### src/rtl/memory_control.sv
// Multi-cycle memory-access controller: a Moore FSM that sequences fetch, decode,
// address, access and write-back, driving strobes from the registered state and latched opcode.
module memory_control #(
  parameter int OPW = 4
) (
  input  logic           clock,
  input  logic           reset,
  input  logic           run,
  input  logic [OPW-1:0] opcode,
  output logic [1:0]     MemSrc,
  output logic           MemRead,
  output logic           MemWrite,
  output logic [2:0]     MemDst,
  output logic           MaryWrite,
  output logic           ShelleyWrite,
  output logic           CompWrite,
  output logic           RAWrite,
  output logic [1:0]     MarySrc,
  output logic [1:0]     ShelleySrc,
  output logic           IRWrite,
  output logic           PCWrite,
  output logic           SPWrite,
  output logic           SPDec,
  output logic           illegal,
  output logic [2:0]     state
);

  typedef enum logic [2:0] {
    IDLE   = 3'd0,
    FETCH  = 3'd1,
    DECODE = 3'd2,
    ADDR   = 3'd3,
    ACCESS = 3'd4,
    WB     = 3'd5
  } state_t;

  localparam logic [OPW-1:0] OP_NOP    = OPW'(0);
  localparam logic [OPW-1:0] OP_LDM    = OPW'(1);
  localparam logic [OPW-1:0] OP_LDS    = OPW'(2);
  localparam logic [OPW-1:0] OP_STM    = OPW'(3);
  localparam logic [OPW-1:0] OP_STS    = OPW'(4);
  localparam logic [OPW-1:0] OP_PUSHRA = OPW'(5);
  localparam logic [OPW-1:0] OP_POPRA  = OPW'(6);
  localparam logic [OPW-1:0] OP_LDC    = OPW'(7);

  localparam logic [1:0] SRC_PC  = 2'b00;
  localparam logic [1:0] SRC_SP  = 2'b01;
  localparam logic [1:0] SRC_REG = 2'b10;

  localparam logic [2:0] DST_NONE    = 3'b000;
  localparam logic [2:0] DST_MARY    = 3'b001;
  localparam logic [2:0] DST_SHELLEY = 3'b010;
  localparam logic [2:0] DST_COMP    = 3'b011;
  localparam logic [2:0] DST_RA      = 3'b100;

  state_t         stateQ;
  state_t         stateD;
  logic [OPW-1:0] opQ;

  // Classification of the latched opcode; drives every output.
  logic isLoad;
  logic isStore;
  logic isPush;
  logic isPop;
  logic opQIllegal;
  logic [1:0] addrSel;
  logic [2:0] dstSel;

  // Classification of the live opcode; used only for the DECODE branch.
  logic liveShort;
  state_t boundaryNext;

  assign isLoad     = (opQ == OP_LDM) || (opQ == OP_LDS) || (opQ == OP_LDC);
  assign isStore    = (opQ == OP_STM) || (opQ == OP_STS);
  assign isPush     = (opQ == OP_PUSHRA);
  assign isPop      = (opQ == OP_POPRA);
  assign opQIllegal = (opQ > OP_LDC);

  assign liveShort    = (opcode == OP_NOP) || (opcode > OP_LDC);
  assign boundaryNext = run ? FETCH : IDLE;

  always_comb begin
    addrSel = SRC_PC;
    if (isPush || isPop) begin
      addrSel = SRC_SP;
    end else if (isLoad || isStore) begin
      addrSel = SRC_REG;
    end
  end

  always_comb begin
    dstSel = DST_NONE;
    case (opQ)
      OP_LDM, OP_STM:       dstSel = DST_MARY;
      OP_LDS, OP_STS:       dstSel = DST_SHELLEY;
      OP_LDC:               dstSel = DST_COMP;
      OP_PUSHRA, OP_POPRA:  dstSel = DST_RA;
      default:              dstSel = DST_NONE;
    endcase
  end

  // op_q is also captured leaving FETCH so the DECODE-cycle illegal pulse is a
  // pure register decode; the DECODE capture is the one the instruction uses.
  always_ff @(posedge clock) begin
    if (reset) begin
      stateQ <= IDLE;
      opQ    <= '0;
    end else begin
      stateQ <= stateD;
      if ((stateQ == FETCH) || (stateQ == DECODE)) begin
        opQ <= opcode;
      end
    end
  end

  always_comb begin
    stateD = IDLE;
    case (stateQ)
      IDLE:    stateD = run ? FETCH : IDLE;
      FETCH:   stateD = DECODE;
      DECODE:  stateD = liveShort ? boundaryNext : ADDR;
      ADDR:    stateD = ACCESS;
      ACCESS:  stateD = isStore ? boundaryNext : WB;
      WB:      stateD = boundaryNext;
      default: stateD = IDLE;
    endcase
  end

  always_comb begin
    MemSrc       = SRC_PC;
    MemRead      = 1'b0;
    MemWrite     = 1'b0;
    MemDst       = DST_NONE;
    MaryWrite    = 1'b0;
    ShelleyWrite = 1'b0;
    CompWrite    = 1'b0;
    RAWrite      = 1'b0;
    MarySrc      = 2'b00;
    ShelleySrc   = 2'b00;
    IRWrite      = 1'b0;
    PCWrite      = 1'b0;
    SPWrite      = 1'b0;
    SPDec        = 1'b0;
    illegal      = 1'b0;
    case (stateQ)
      FETCH: begin
        MemSrc  = SRC_PC;
        MemRead = 1'b1;
        IRWrite = 1'b1;
        PCWrite = 1'b1;
      end
      DECODE: begin
        illegal = opQIllegal;
      end
      ADDR: begin
        MemSrc  = addrSel;
        SPWrite = isPop;
      end
      ACCESS: begin
        MemSrc   = addrSel;
        MemDst   = dstSel;
        MemRead  = isLoad || isPop;
        MemWrite = isStore || isPush;
      end
      WB: begin
        MemDst = dstSel;
        case (opQ)
          OP_LDM: begin
            MaryWrite = 1'b1;
            MarySrc   = 2'b01;
          end
          OP_LDS: begin
            ShelleyWrite = 1'b1;
            ShelleySrc   = 2'b01;
          end
          OP_LDC:    CompWrite = 1'b1;
          OP_POPRA:  RAWrite   = 1'b1;
          OP_PUSHRA: begin
            SPWrite = 1'b1;
            SPDec   = 1'b1;
          end
          default: ;
        endcase
      end
      default: ;
    endcase
  end

  assign state = stateQ;

endmodule

### config.mk
export PLATFORM = sky130hd
export DESIGN_NAME = memory_control
export DESIGN_NICKNAME = d
export VERILOG_FILES = /design/src/rtl/memory_control.sv
export SDC_FILE = /design/constraint.sdc
export NUM_CORES = 1
export LEC_CHECK = 0
export CAP_MARGIN = 10
export CELL_PAD_IN_SITES_DETAIL_PLACEMENT = 1
export CELL_PAD_IN_SITES_GLOBAL_PLACEMENT = 1
export CORE_MARGIN = 4
export CORE_UTILIZATION = 23
export DETAILED_ROUTE_END_ITERATION = 10
export GPL_TIMING_DRIVEN = 1
export PLACE_DENSITY = 0.73
export SETUP_SLACK_MARGIN = 0.4
export SLEW_MARGIN = 20
export SYNTH_ARGS = -nofsm -noshare
export SYNTH_HDL_FRONTEND = slang
export SYNTH_SLANG_ARGS = --single-unit
### constraint.sdc
create_clock -name clock -period 1.2 [get_ports clock]
set_input_delay 0.12 -clock clock [delete_from_list [all_inputs] [get_ports clock]]
set_output_delay 0.12 -clock clock [all_outputs]
set_load 0.02 [all_outputs]
==> run summary <==
status -> finished, violations left
failing checks -> negative setup slack
internal power -> 0.000630 W
clock sink total -> 7
GR Util All Layers -> 16.4%
commonest non-fill, non-tap cell in the layout -> buf_4
setup slack after layout -> -0.304 ns
Die ar. -> 3320 um^2
DR vias -> 772
Multi-input gate area -> 612 um^2
hold_buf cts -> 0
flops & latches, synth -> 7
final period utilization -> 125%
logic gate share of total power -> 47.3%
Max Slew Vio Count -> 0
Worst setup EP type -> primary output
Net Sw Frac -> 35.3%
final instance area -> 1390 um^2
num rows -> 17
crit-path cells -> nand3b_1, a2111oi_4, buf_4
Arr. time, crit path -> 1.38 ns
crit path time final -> 1.50 ns
Reg clk slew, reported paths -> 0.06 ns
initial core utilization -> 24.8%
nets -> 142
leakage power -> 0.566 nW
TritonCTS Buffers -> 3
cell family with most CP delay -> flip-flops
CTS tree -> done
Clock Tree Root -> clkbuf_4
Clk Latency, worst-skew pair -> 0.26 ns
routing usage on met2 -> 32.6%
total grt overflow -> 0
skew final -> 0.000725 ns
Global Route met3 Usage -> 2.26%
DRC -> 0
share of cells above drive strength 1 -> 72.4%
antenna viol nets, final -> 0
critical path class -> reg -> out
yosys warns -> 0
Avg Synthesized Cell Area -> 7.07 um^2
pin count of the biggest net entering global routing -> 8
Post-Syn Instances -> 80
Most Crowded Layer GR -> met2
Buf+Inv Stages, Crit Path -> 1
VDD IR max -> 0.562 mV
Synth Cell Area -> 566 um^2
max_cap viols -> 0
DP HPWL -> 1810 um
utilization after layout -> 61.0%
die width -> 57.6 um
core area -> 2280 um^2
net load switching power -> 0.000343 W
boundary pin count -> 30
PortBufs -> 27
crit path max fanout -> 7
antenna violations before repair -> 0
commonest cells after routing, fill and taps aside -> 30 x buf_4, 20 x buf_6, 7 x nor2_1
WP data required -> 1.08 ns
GPL Wtd Cong -> 0.758
EDFF count, synth -> 0
Clock Power Share -> 23.9%
RSZ-0062 raised after global routing -> true
router iterations before antenna repair -> 4
Reg area -> 164 um^2
vias in the first global route -> 901
register area share after synthesis -> 24.8%
first-pass GRT wire length -> 4260 um
Crit path largest cell delay -> 0.37 ns
FFs w/ async S/R, synth -> 0%
final setup vio count -> 25
Setup crit start kind -> flop
pwr dens -> 701 nW/um^2
Antenna Cells -> 0
Slowest-stage cell, CP -> dfxtp_4
WHS -> 0.519 ns
vias per inst -> 4.77
Iter 0 DRT Violations -> 7
Netlist cell types -> 28
GR Util met1 -> 17.7%
final hold vios -> 0
htree depth -> 1
final wirelength -> 2480 um
ys flop type -> dfxtp_1
worst min path class -> in -> reg
Synth-to-Final Area Change -> 145%
area post-placement -> 1180 um^2
fill count -> 251
DIE HEIGHT -> 57.6 um
Reg power frac -> 28.8%
drt wl/cell -> 15.3 um
clk buf depth -> 2
fmax -> 665 MHz
pre-CTS worst setup slack -> -0.523 ns
-- kinds of logic (layout without fill, tap and decap cells) --
logic type | after synthesis | after routing | synth area share (%)
XOR/XNOR | 1 | 1 | 1.55
flip-flops | 7 | 7 | 24.8
buffers and inverters | 10 | 63 | 10.8
other | 1 | 2 | 0.663
AO/OA/AOI/OAI | 15 | 15 | 17.7
AND/OR/NAND/NOR | 42 | 42 | 37.4
multiplexers | 4 | 4 | 7.08
-- flip-flops by register name, summed over array words and instances (netlist names) --
| signal | flops |
|---|---|
| opQ | 4 |
| state | 3 |
-- power by group through the flow --
stage / Combinational, W / Clock, W / Sequential, W
global placement: 0.000344 / 0 / 0.000282
CTS: 0.000434 / 0.000234 / 0.000280
global route: 0.000490 / 0.000252 / 0.000285
detailed placement: 0.000355 / 0 / 0.000284
floorplan: 0.000209 / 0 / 0.000279
finish: 0.000460 / 0.000233 / 0.000281
-- through the flow --
step,std cells,TNS (ns),total power (W)
after global placement,151,-9.41,0.000626
final,162,-5.28,0.000973
after global routing,162,-7.21,0.00103
after detailed placement,151,-10.05,0.000639
after floorplan,81,-1.45,0.000488
after CTS,161,-5.29,0.000948
-- routing by layer --
| layer | routed length, um | part of all wire [%] |
|---|---|---|
| met4 | 33 | 1.3 |
| met1 | 917 | 37 |
| met3 | 124 | 5.0 |
| met2 | 1410 | 57 |
| met5 | 0 | 0 |
-- final cells by class --
type	instances	area share, %
Clock buffer	4	1.89
Sequential cell	7	11.8
Multi-Input combinational cell	64	44.1
Tap cell	28	2.52
Timing Repair Buffer	59	39.7
-- repair_timing --
action                                 4_1_cts  5_1_grt
endpoints found under the hold margin        0        0
pin swaps                                    9        6
buffers inserted                             6        1
resized for setup                          138       11
setup endpoints to repair                   28       28
-- synthesized netlist by cell type, drive strengths merged (2+ instances only) --
cell type	count	share of area, %
a21oi	4	4.2
o21a	2	2.7
mux2i	4	7.1
o21ai	2	1.8
nand2	6	4.0
dfxtp	7	25
nor4	2	2.2
nor2	14	9.3
nor3	2	1.8
nand3	2	1.8
nor2b	3	3.3
buf	9	10
a211oi	3	4.0
nand2b	8	8.8
-- final timing paths --
path | startpoint | to | slack [ns] | cells after the start
max | opQ[2]$_SDFFE_PP0P_ | MemWrite | -0.30 | 3
max reg2reg | state[0]$_SDFF_PP0_ | state[0]$_SDFF_PP0_ | -0.27 | 6
min reg2reg | state[0]$_SDFF_PP0_ | state[0]$_SDFF_PP0_ | 0.61 | 3
min | opcode[0] | opQ[0]$_SDFFE_PP0P_ | 0.52 | 3
-- tightest hold or removal path, cell delays in order --
cell and delay, ns:
clkdlybuf4s50_1 0.42, mux2i_1 0.15, nor2_1 0.05
(Power assumes the default switching activity.)
